[config.mk]
export PLATFORM = sky130hd
export DESIGN_NAME = tof_i2c_cmd_sequencer
export DESIGN_NICKNAME = d
export VERILOG_FILES = /design/src/rtl/tof_i2c_cmd_sequencer.sv
export SDC_FILE = /design/constraint.sdc
export NUM_CORES = 1
export LEC_CHECK = 0
export ABC_AREA = 1
export ABC_CLOCK_PERIOD_IN_PS = 2550
export CORE_ASPECT_RATIO = 1.1
export CORE_MARGIN = 4
export CORE_UTILIZATION = 55
export DETAILED_ROUTE_END_ITERATION = 8
export DONT_BUFFER_PORTS = 1
export HOLD_SLACK_MARGIN = 0.12
export PLACE_DENSITY = 0.79
export REMOVE_ABC_BUFFERS = 1
export SYNTH_ARGS = -nofsm -noshare
export SYNTH_HDL_FRONTEND = slang
export SYNTH_SLANG_ARGS = --single-unit
[constraint.sdc]
create_clock -name clock -period 2.55 [get_ports clock]
set_clock_uncertainty 0.2 [all_clocks]
set_input_delay 0 -clock clock [delete_from_list [all_inputs] [get_ports clock]]
set_output_delay 0 -clock clock [all_outputs]
set_load 0.02 [all_outputs]
[src/rtl/tof_i2c_cmd_sequencer.sv]
// Command sequencer in front of the ToF I2C transaction engine: queues register
// read/write commands, issues them one at a time and returns one in-order response each.
module tof_i2c_cmd_sequencer #(
  parameter int unsigned FIFO_DEPTH     = 4,
  parameter int unsigned TIMEOUT_CYCLES = 4096,
  parameter logic [6:0]  SLAVE_ADDR     = 7'h29
) (
  input  logic        clock,
  input  logic        reset,
  input  logic        cmd_valid,
  output logic        cmd_ready,
  input  logic        cmd_is_read,
  input  logic [15:0] cmd_reg_addr,
  input  logic [7:0]  cmd_wdata,
  input  logic        cmd_two_bytes,
  output logic        rsp_valid,
  output logic [15:0] rsp_data,
  output logic        rsp_error,
  output logic        busy,
  output logic [6:0]  i2c_slave_address,
  output logic [15:0] i2c_register_address,
  output logic [7:0]  i2c_data_in,
  output logic        i2c_is_read,
  output logic [9:0]  i2c_nb_of_bytes,
  output logic        i2c_start,
  output logic        i2c_reset,
  input  logic        i2c_ready,
  input  logic [15:0] i2c_data_out,
  input  logic        i2c_error
);

  localparam int PTR_W   = $clog2(FIFO_DEPTH);
  localparam int CNT_W   = $clog2(FIFO_DEPTH + 1);
  localparam int TMO_W   = $clog2(TIMEOUT_CYCLES + 1);
  localparam int ENTRY_W = 26;
  localparam logic [CNT_W-1:0] FULL_CNT = CNT_W'(FIFO_DEPTH);
  localparam logic [TMO_W-1:0] TMO_LAST = TMO_W'(TIMEOUT_CYCLES - 1);

  typedef enum logic [2:0] {S_IDLE, S_ISSUE, S_WAIT_DONE, S_RESPOND, S_RECOVER} state_e;

  state_e             state_q, state_d;
  logic [ENTRY_W-1:0] fifo_mem_q [FIFO_DEPTH];
  logic [PTR_W-1:0]   wr_ptr_q, wr_ptr_d, rd_ptr_q, rd_ptr_d;
  logic [CNT_W-1:0]   count_q, count_d;
  logic [TMO_W-1:0]   tmo_q, tmo_d;
  logic               ready_prev_q;
  logic [15:0]        result_q, result_d;
  logic               result_err_q, result_err_d;
  logic               cmd_ready_q, cmd_ready_d;
  logic               rsp_valid_q, rsp_valid_d;
  logic [15:0]        rsp_data_q, rsp_data_d;
  logic               rsp_error_q, rsp_error_d;
  logic               busy_q, busy_d;
  logic [15:0]        reg_addr_q, reg_addr_d;
  logic [7:0]         data_in_q, data_in_d;
  logic               is_read_q, is_read_d;
  logic [9:0]         nb_q, nb_d;
  logic               start_q, start_d;
  logic               eng_reset_q, eng_reset_d;
  logic               push, pop;
  logic [ENTRY_W-1:0] head;

  assign push = cmd_valid && cmd_ready_q;
  assign pop  = (state_q == S_IDLE) && (count_q != '0);
  assign head = fifo_mem_q[rd_ptr_q];

  // Two-byte length is only meaningful for reads, so it is cleared on entry.
  always_ff @(posedge clock) begin
    if (push) begin
      fifo_mem_q[wr_ptr_q] <= {cmd_is_read, cmd_two_bytes & cmd_is_read, cmd_reg_addr, cmd_wdata};
    end
  end

  always_comb begin
    state_d      = state_q;
    wr_ptr_d     = push ? wr_ptr_q + PTR_W'(1) : wr_ptr_q;
    rd_ptr_d     = pop  ? rd_ptr_q + PTR_W'(1) : rd_ptr_q;
    count_d      = count_q + CNT_W'(push) - CNT_W'(pop);
    tmo_d        = tmo_q;
    result_d     = result_q;
    result_err_d = result_err_q;
    rsp_valid_d  = 1'b0;
    rsp_data_d   = rsp_data_q;
    rsp_error_d  = rsp_error_q;
    reg_addr_d   = reg_addr_q;
    data_in_d    = data_in_q;
    is_read_d    = is_read_q;
    nb_d         = nb_q;
    start_d      = 1'b0;
    eng_reset_d  = 1'b0;

    case (state_q)
      S_IDLE: begin
        if (count_q != '0) begin
          state_d    = S_ISSUE;
          is_read_d  = head[25];
          nb_d       = head[24] ? 10'd2 : 10'd1;
          reg_addr_d = head[23:8];
          data_in_d  = head[7:0];
        end
      end
      S_ISSUE: begin
        start_d = 1'b1;
        tmo_d   = '0;
        state_d = S_WAIT_DONE;
      end
      S_WAIT_DONE: begin
        tmo_d = tmo_q + TMO_W'(1);
        // Completion takes priority over a coincident timeout.
        if (i2c_ready && !ready_prev_q) begin
          state_d      = S_RESPOND;
          result_err_d = i2c_error;
          if (!is_read_q) begin
            result_d = 16'h0000;
          end else if (nb_q == 10'd2) begin
            result_d = i2c_data_out;
          end else begin
            result_d = {8'h00, i2c_data_out[7:0]};
          end
        end else if (tmo_q == TMO_LAST) begin
          state_d      = S_RECOVER;
          tmo_d        = '0;
          result_d     = 16'hFFFF;
          result_err_d = 1'b1;
        end
      end
      S_RECOVER: begin
        eng_reset_d = 1'b1;
        tmo_d       = tmo_q + TMO_W'(1);
        if (tmo_q == TMO_W'(1)) begin
          state_d = S_RESPOND;
        end
      end
      S_RESPOND: begin
        rsp_valid_d = 1'b1;
        rsp_data_d  = result_q;
        rsp_error_d = result_err_q;
        state_d     = S_IDLE;
      end
      default: state_d = S_IDLE;
    endcase

    cmd_ready_d = (count_d != FULL_CNT);
    busy_d      = (count_d != '0) || (state_d != S_IDLE);
  end

  always_ff @(posedge clock) begin
    if (reset) begin
      state_q      <= S_IDLE;
      wr_ptr_q     <= '0;
      rd_ptr_q     <= '0;
      count_q      <= '0;
      tmo_q        <= '0;
      ready_prev_q <= 1'b1;
      result_q     <= '0;
      result_err_q <= 1'b0;
      cmd_ready_q  <= 1'b1;
      rsp_valid_q  <= 1'b0;
      rsp_data_q   <= '0;
      rsp_error_q  <= 1'b0;
      busy_q       <= 1'b0;
      reg_addr_q   <= '0;
      data_in_q    <= '0;
      is_read_q    <= 1'b0;
      nb_q         <= 10'd1;
      start_q      <= 1'b0;
      eng_reset_q  <= 1'b1;
    end else begin
      state_q      <= state_d;
      wr_ptr_q     <= wr_ptr_d;
      rd_ptr_q     <= rd_ptr_d;
      count_q      <= count_d;
      tmo_q        <= tmo_d;
      ready_prev_q <= i2c_ready;
      result_q     <= result_d;
      result_err_q <= result_err_d;
      cmd_ready_q  <= cmd_ready_d;
      rsp_valid_q  <= rsp_valid_d;
      rsp_data_q   <= rsp_data_d;
      rsp_error_q  <= rsp_error_d;
      busy_q       <= busy_d;
      reg_addr_q   <= reg_addr_d;
      data_in_q    <= data_in_d;
      is_read_q    <= is_read_d;
      nb_q         <= nb_d;
      start_q      <= start_d;
      eng_reset_q  <= eng_reset_d;
    end
  end

  assign cmd_ready            = cmd_ready_q;
  assign rsp_valid            = rsp_valid_q;
  assign rsp_data             = rsp_data_q;
  assign rsp_error            = rsp_error_q;
  assign busy                 = busy_q;
  assign i2c_slave_address    = SLAVE_ADDR;
  assign i2c_register_address = reg_addr_q;
  assign i2c_data_in          = data_in_q;
  assign i2c_is_read          = is_read_q;
  assign i2c_nb_of_bytes      = nb_q;
  assign i2c_start            = start_q;
  assign i2c_reset            = eng_reset_q;

endmodule

==> results of run 1 <==
-- where the power goes --
group          switching (W)  internal, W  total (W)
sequential          0.000569      0.00386    0.00443
clock                0.00113      0.00160    0.00274
combinational        0.00163     0.000789    0.00242
-- layout by cell type, fill, tap and decap left out, types with 10 or more instances in the layout --
master and n:
o21ai_1 11, clkbuf_16 17, a31oi_1 26, dfxtp_1 89, inv_1 54, edfxtp_1 104, nor2_2 17, nor2_1 118
o21ai_0 101, conb_1 15, dlygate4sd3_1 72, buf_4 18, a21oi_2 10, nand2_1 73, a21oi_1 36, nand3_1 11
-- cells by family after synthesis --
group | count (synthesis) | share of synthesized area, %
simple gates | 247 | 13.9
flops | 196 | 63.4
compound gates | 192 | 13.6
buf+inv | 115 | 6.63
fa+ha+maj | 9 | 1.53
xor+xnor | 7 | 0.783
other cells | 2 | 0.0959
-- layout make-up --
cell class                 count  area, um^2  share of cell area [%]
sequential                   196        4970                    53.0
multi-input combinational    470        2450                    26.1
timing repair buffer          91         876                    9.34
clock buffer                  21         460                    4.91
inverter                      63         236                    2.52
tap                          188         235                    2.51
clock inverter                11         151                    1.61
-- repair_timing --
action,in CTS,in global routing
setup endpoints to repair,0,2
resized for setup,0,11
hold buffers,72,0
endpoints found under the hold margin,300,0
-- cell usage after synthesis (4+ instances only) --
cell type,n
a21oi_1,37
a21oi_2,9
a31oi_1,26
buf_2,16
buf_4,16
clkbuf_1,19
dfxtp_1,92
edfxtp_1,104
ha_1,8
inv_1,56
inv_2,6
nand2_1,74
nand2_4,4
nand3_1,11
nor2_1,125
nor2_2,11
nor3_1,6
o21ai_0,101
o21ai_1,11
xor2_1,6
-- flip-flops by register name (all words and copies together), names as in the netlist, 2 cells and up, named ones only --
register,cells
count_q,3
rsp_data,16
wr_ptr_q,2
i2c_register_address,16
state_q,3
i2c_nb_of_bytes,2
fifo_mem_q,104
tmo_q,13
rd_ptr_q,2
i2c_data_in,8
result_q,16
-- routing by layer --
layer / vias to the layer above / global-route usage (%)
met1: 2693 / 25.1
met2: 217 / 39.9
met5: - / 0
met4: 2 / 8.90
met3: 41 / 6.96
li1: 2713 / -
-- how the worst min path moves through the flow --
| stage | start | end | slack, ps | depth (start not counted) |
|---|---|---|---|---|
| after floorplan | reset | i2c_nb_of_bytes[1] | -130 | 1 |
| after global placement | reset | tmo_q[8] | -130 | 1 |
| after detailed placement | reset | tmo_q[8] | -130 | 1 |
| after CTS | i2c_data_out[4] | result_q[4] | 130 | 5 |
| after global routing | i2c_data_out[0] | result_q[0] | 170 | 5 |
| final | i2c_data_out[4] | result_q[4] | 160 | 5 |
-- worst max-delay path, delay by kind of cell (launching register included) --
family | cells | cell delay (ps)
adder cells (fa/ha/maj) | 3 | 900
flip-flops | 1 | 340
AND/OR/NAND/NOR | 7 | 590
buffers and inverters | 3 | 290
-- stage by stage --
stage	TNS (ps)	instance area [um^2]	std cells
2_1_floorplan	-12560	7590	729
6_report	0	9380	1040
3_5_place_dp	0	8010	936
3_3_place_gp	0	8010	936
4_1_cts	0	9340	1040
5_1_grt	-43.1	9380	1040
==> impl_metrics.yaml, run 1 <==
status:
  outcome: "complete, no violations"
setup_path:
  worstReg2RegEnd: "busy"
  crit_fanout: 3
  required_ps: 2660
  worstPathCellList: "nor3_2, buf_4, nor2_4, ha_4, inv_2, ha_4, fa_1, inv_2, nand2_2, nor2_1, nand3_1, nand2_1, nand3_1"
  worstSetupEndpoint: "busy"
  r2r_slack_ps: 110
  end_kind: "flip-flop"
  arrival_ps: 2540
  rr_startpoint: "count_q[2]"
  worstSetupPathType: "reg -> reg"
  critPathLaunch: "count_q[2]"
  critPathLaunchType: "flip-flop"
  r2r_cells: 13
  max_stage_delay_ps: 480
  cpMaxStageDelayCell: "fa_1"
cells_and_area:
  area_growth_pct: 19.8
  nets: 895
  post-route-util_pct: 67.7
  fill_cells: 972
  drive_above_1_share_pct: 12.9
  n_antenna_cell: 0
route:
  top_layer: "met5"
  routed_wl_mm: 18.0
  viasPerCell: 5.45
  route.detailed.drc: 0
  dr.pass1.iters: 7
  final_antenna_net_count: 0
  vias: 5666
  drt_iter0_drc: 341
  wl_met1_mm: 6.73
  dr_wl_met3_mm: 1.48
  routedWlPerCell_um: 17.3
  wl_met2_mm: 9.44
timing:
  slew_violations: 0
  whs_ps: 157
  period_needed_ps: 2440
  finalHoldViolations: 0
  relSlewSlack_pct: 55.0
  worst_slack_ps: 114
  setup_violations: 0
  fin_crit_sh_pct: 95.5
  tightest_slew_ps: 674
  fmax_mhz: 411
logic_synthesis:
  synth-seq-area-share_pct: 63.4
  ys_types: 40
  synthArstFlopShare_pct: 0
  synth_edf_count: 104
  ys_seq_elements: 196
  yosys-top-cells-area: "edfxtp_1 (40%), dfxtp_1 (24%), o21ai_0 (6.5%)"
  netlist.area_leader.share_pct: 39.9
  ys.flop_type: "edfxtp_1"
  syn_avg_cell_area_um2: 10.2
  ys_warn_count: 0
  synth_top_area_cell: "edfxtp_1"
  netlist_area_mm2: 0.00783
  synth_cells: 768
die:
  start_util_pct: 56.5
  fp-row-count: 45
  core_area_mm2: 0.0139
  die_w_um: 122
  dieArea_mm2: 0.0162
  ios: 111
  die_h_um: 133
clocking:
  cts_buffers: 17
  clkSinkCount: 196
  cts-root-buf: "clkbuf_16"
  clk_latency_ps: 420
  cts_max_path_buffers: 2
  cts_setup_buffers: 0
  cts_tree: "built"
  path_clk_slew_ps: 70
  htree_levels: 4
grt:
  grt_overflow: 0
  antenna_found_initial: 1
  grt_pass1_wl_mm: 28.4
  grt_start_max_net_pins: 58
  grt_usage_pct: 22.5
  grt_pass1_vias: 5773
placement:
  gp_congestion: 0.765
  hpwl_mm: 10.4
  port_buffers: 0
  dpl_worst_slack_ps: 75.0
power:
  irDropWorstVdd_uv: 581
  power_density_mw_per_mm2: 1020
  p_total_w: 0.00959
  p_leak_nw: 3.46
worst_hold_path:
  hold_class: "in -> reg"
flow_run:
  drv_cap: 0
Note: power is estimated with default switching activity, not from simulation.
==> inputs of run 2 (changes only) <==
Settings changed: CORE_UTILIZATION 55 to 50, PLACE_DENSITY 0.79 to 0.74.
==> impl_metrics.yaml, run 2 (synthesis results as in run 1) <==
route:
  final_antenna_net_count: 0
  dr.pass1.iters: 4
  routed_wl_mm: 16.4
  route.detailed.drc: 0
  drt_iter0_drc: 308
  viasPerCell: 5.23
  routedWlPerCell_um: 15.7
  vias: 5450
cells_and_area:
  layout_commonest_cell: "nor2_1"
  regMostFlops: "fifo_mem_q"
  mostFrequentLayoutCells: "nor2_1 (118), edfxtp_1 (104), o21ai_0 (101)"
  area_growth_pct: 18.3
  nets: 889
  largest_reg_flops: 104
  final-instance-count-excl-fill: 1042
  drive_above_1_share_pct: 11.3
  fill_cells: 1181
  n_antenna_cell: 0
setup_path:
  critPathLaunchType: "flip-flop"
  cpMaxStageDelayCell: "fa_1"
  max_stage_delay_ps: 430
  arrival_ps: 2460
  worstPathCellList: "nor3_2, nor2_4, ha_1, inv_1, ha_1, fa_1, inv_1, nand2_1, nor2_1, nand3_1, nand2_1, nand3_1"
  end_kind: "flip-flop"
  worstSetupPathType: "reg -> reg"
  crit_fanout: 4
  cp_top_family: "adder cells"
  path_buf_inv: 2
  required_ps: 2660
timing:
  fin_crit_sh_pct: 92.2
  slew_violations: 0
  fmax_mhz: 425
  relSlewSlack_pct: 53.6
  worst_slack_ps: 198
  tightest_slew_ps: 696
  rsz0062_at_grt: "no"
  whs_ps: 140
  finalSetupTns_ps: 0
  period_needed_ps: 2350
  setup_violations: 0
  finalHoldViolations: 0
grt:
  grt_pass1_wl_mm: 26.6
  grt_pass1_vias: 5273
  grt_start_max_net_pins: 58
  grt_usage_pct: 19.0
  antenna_found_initial: 0
  grt_overflow: 0
die:
  ios: 111
  die_h_um: 139
  core_area_mm2: 0.0152
  fp-row-count: 47
  start_util_pct: 51.4
  dieArea_mm2: 0.0177
  die_w_um: 127
clocking:
  path_clk_slew_ps: 70
  cts_buffers: 17
  clk_latency_ps: 420
  cts_max_path_buffers: 2
  cts_setup_buffers: 0
  cts_tree: "built"
  clkSinkCount: 196
  htree_levels: 4
  cts-root-buf: "clkbuf_16"
power:
  p_comb_share_pct: 24.6
  p_int_w: 0.00596
  power_density_mw_per_mm2: 988
  switching_share_pct: 34.8
  p_leak_nw: 3.41
  p_switching_w: 0.00319
  pwr-share-seq_pct: 47.9
  clockPowerShare_pct: 27.5
  irDropWorstVdd_uv: 497
flow_run:
  drv_cap: 0
placement:
  dpl_worst_slack_ps: 105
  hpwl_mm: 9.36
  placed_cells: 939
  gp_congestion: 0.827
  port_buffers: 0
worst_hold_path:
  hold_class: "in -> reg"
status:
  outcome: "complete, no violations"
-- run 2: changes by cell type in the layout (fill, tap and decap cells not counted), sizes merged --
cell / previous run / this run
inv: 65 / 66
buf: 19 / 14
clkinvlp: 1 / 2
dlygate4sd3: 72 / 71
clkinv: 5 / 4
bufinv: 3 / 1
clkbuf: 21 / 22
-- run 2: final timing paths --
path,slack (ps),to,cells after the start,from
setup / recovery,200,busy,12,count_q[1]
hold / removal,140,result_err_q,3,i2c_error
hold reg to reg,250,rsp_data[0],2,result_q[0]
setup reg to reg,200,busy,12,count_q[1]
-- run 2: worst register-to-register path, stage by stage (launching register included) --
cell and delay (ps):
dfxtp_1 350, nor3_2 280, nor2_4 50, ha_1 260, inv_1 40, ha_1 180
fa_1 430, inv_1 100, nand2_1 50, nor2_1 100, nand3_1 70, nand2_1 60
nand3_1 70
-- run 2: final cells by class --
cell class / instances / area, um^2 / area share, %
multi-input cells: 470 / 2420 / 26.2
flip-flops and latches: 196 / 4970 / 53.6
well taps: 196 / 245 / 2.65
inverters: 63 / 236 / 2.55
clock buffers: 22 / 454 / 4.90
clock inverters: 10 / 97.6 / 1.05
repair buffers: 85 / 841 / 9.08
-- run 2: power groups by stage --
stage,Sequential (W),Combinational (W),Clock [W]
floorplan,0.00445,0.00139,0
global placement,0.00444,0.00208,0
detailed placement,0.00445,0.00212,0
CTS,0.00439,0.00224,0.00256
global route,0.00444,0.00256,0.00271
finish,0.00439,0.00225,0.00252
-- run 2: stage by stage --
stage | total power, W | cell area, um^2 | utilization [%]
finish | 0.00915 | 9260 | 60.8
floorplan | 0.00584 | 7590 | -
detailed placement | 0.00657 | 7990 | 52.5
CTS | 0.00918 | 9250 | 60.7
global placement | 0.00652 | 7990 | 52.5
global route | 0.00971 | 9260 | 60.8
-- run 2: layer usage --
layer  vias up  share of wire (%)  global-route usage (%)  routed length, um
li1       2701                  -                       -                  -
met1      2555                 42                    22.8               6940
met2       171                 49                    31.7               8070
met3        23                6.9                    6.02               1130
met4         0                1.6                    7.40                259
met5         -                  0                       0                  0
-- run 2: timing repair --
action,4_1_cts,5_1_grt
gates resized for setup,0,3
hold endpoints to repair,218,0
hold buffers,71,0
setup endpoints to repair,0,2
==> inputs of run 3 (changes only) <==
Settings changed: ABC_CLOCK_PERIOD_IN_PS 2550 to 1900, CORE_MARGIN 4 to not set.
Clock period 2.55 ns to 1.9 ns, I/O delays scaled along.
==> impl_metrics.yaml, run 3 (synthesis results as in run 1) <==
power:
  clockPowerShare_pct: 26.4
  p_comb_share_pct: 28.7
  switching_share_pct: 36.1
  pwr-share-seq_pct: 44.9
  power_density_mw_per_mm2: 1340
  p_total_w: 0.0130
  p_switching_w: 0.00468
  p_int_w: 0.00828
  irDropWorstVdd_uv: 824
  p_leak_nw: 3.62
timing:
  slew_violations: 0
  relSlewSlack_pct: 48.1
  setup_violations: 9
  fin_crit_sh_pct: 121
  rsz0062_at_grt: "yes"
  worst_slack_ps: -394
  period_needed_ps: 2290
  tightest_slew_ps: 776
  fmax_mhz: 436
  finalHoldViolations: 0
grt:
  antenna_found_initial: 1
  grt_pass1_vias: 5624
  grt_pass1_wl_mm: 27.4
  grt_overflow: 0
  grt_usage_pct: 22.1
  grt_start_max_net_pins: 58
cells_and_area:
  area_growth_pct: 23.6
  regMostFlops: "fifo_mem_q"
  drive_above_1_share_pct: 16.3
  nets: 928
  post-route-util_pct: 63.8
  n_antenna_cell: 0
  final-instance-count-excl-fill: 1081
  mostFrequentLayoutCells: "nor2_1 (116), edfxtp_1 (104), o21ai_0 (101)"
  largest_reg_flops: 104
  fill_cells: 1171
  layout_commonest_cell: "nor2_1"
  finish.instance_area_mm2: 0.00968
die:
  ios: 111
  fp-row-count: 47
  start_util_pct: 51.6
  die_w_um: 121
  core_area_mm2: 0.0152
  dieArea_mm2: 0.0162
  die_h_um: 133
setup_path:
  worstSetupEndpoint: "busy"
  critPathLaunchType: "flip-flop"
  required_ps: 2010
  r2r_slack_ps: -390
  end_kind: "flip-flop"
  critPathLaunch: "state_q[1]"
  crit_fanout: 2
  worstSetupPathType: "reg -> reg"
  r2r_cells: 13
  arrival_ps: 2400
  worstReg2RegEnd: "busy"
  rr_startpoint: "state_q[1]"
placement:
  port_buffers: 0
  place_area_mm2: 0.00819
  gp_congestion: 0.833
  placed_cells: 965
  hpwl_mm: 9.63
route:
  drt_iter0_drc: 373
  routed_wl_mm: 17.3
  viasPerCell: 5.27
  final_antenna_net_count: 0
  dr.pass1.iters: 5
  routedWlPerCell_um: 16.0
  route.detailed.drc: 0
  vias: 5695
clocking:
  clk_latency_ps: 430
  cts-root-buf: "clkbuf_16"
  path_clk_slew_ps: 70
  cts_buffers: 17
  cts_max_path_buffers: 2
  cts_tree: "built"
  clkSinkCount: 196
  htree_levels: 4
status:
  violations: "setup timing"
  outcome: "finished, violations left"
flow_run:
  drv_cap: 0
worst_hold_path:
  hold_class: "in -> reg"
## run 3: cell count changes in the layout (fill, tap and decap cells not counted), sizes merged
cell	previous run	this run
inv	66	70
clkinv	4	5
clkbuf	22	18
clkinvlp	2	3
bufinv	1	0
dlygate4sd3	71	78
buf	14	45
## run 3: power by group through the flow
| stage | clock, W | sequential (W) | combinational [W] |
|---|---|---|---|
| global placement | 0 | 0.00588 | 0.00312 |
| global route | 0.00365 | 0.00590 | 0.00414 |
| CTS | 0.00345 | 0.00581 | 0.00351 |
| floorplan | 0 | 0.00597 | 0.00186 |
| detailed placement | 0 | 0.00589 | 0.00321 |
| finish | 0.00342 | 0.00582 | 0.00373 |
## run 3: cell type report
cell class / count / area (um^2) / share of cell area (%)
clock buffers: 17 / 425 / 4.40
clock inverters: 15 / 143 / 1.47
inverters: 63 / 236 / 2.44
multi-input cells: 470 / 2480 / 25.6
flip-flops and latches: 196 / 4970 / 51.4
well taps: 196 / 245 / 2.53
repair buffers: 124 / 1180 / 12.2
## run 3: worst max-delay path: stages (launching register included)
cell and delay, ps:
dfxtp_2 340, nor2_4 130, nand2_2 80, nor2_4 150, ha_4 220, inv_2 60, ha_4 140, fa_2 450
inv_2 70, nand2_1 60, nor2_2 90, nand3_1 70, nand2_1 60, nand3_1 60
## run 3: per-layer routing
metal  GRT usage [%]  share of wire, %
met2            37.3                49
met1            26.2                40
met3            5.91               7.8
met5               0             0.058
met4            10.1               2.5
## run 3: stage by stage
step	setup TNS, ps	hold WS, ps	setup slack, ps
global placement	-1090	-127	-390
CTS	-4990	128	-357
detailed placement	-1340	-125	-461
global route	-3110	170	-501
finish	-1670	143	-394
floorplan	-86830	-131	-2060
## run 3: worst min path at each step
stage | start | endpoint | slack [ps] | cells after the start
4_1_cts | i2c_data_out[1] | result_q[1] | 130 | 5
3_5_place_dp | reset | tmo_q[6] | -120 | 1
2_1_floorplan | reset | i2c_nb_of_bytes[1] | -130 | 1
6_report | i2c_data_out[1] | result_q[1] | 140 | 5
5_1_grt | i2c_data_out[1] | result_q[1] | 170 | 5
3_3_place_gp | reset | i2c_nb_of_bytes[1] | -130 | 1
## run 3: repair_timing
| action | CTS | global route |
|---|---|---|
| endpoints found under the hold margin | 227 | 11 |
| setup endpoints to repair | 4 | 48 |
| buffers inserted | 1 | 4 |
| pin swaps | 10 | 8 |
| hold buffers | 79 | 2 |
| resized for setup | 13 | 12 |
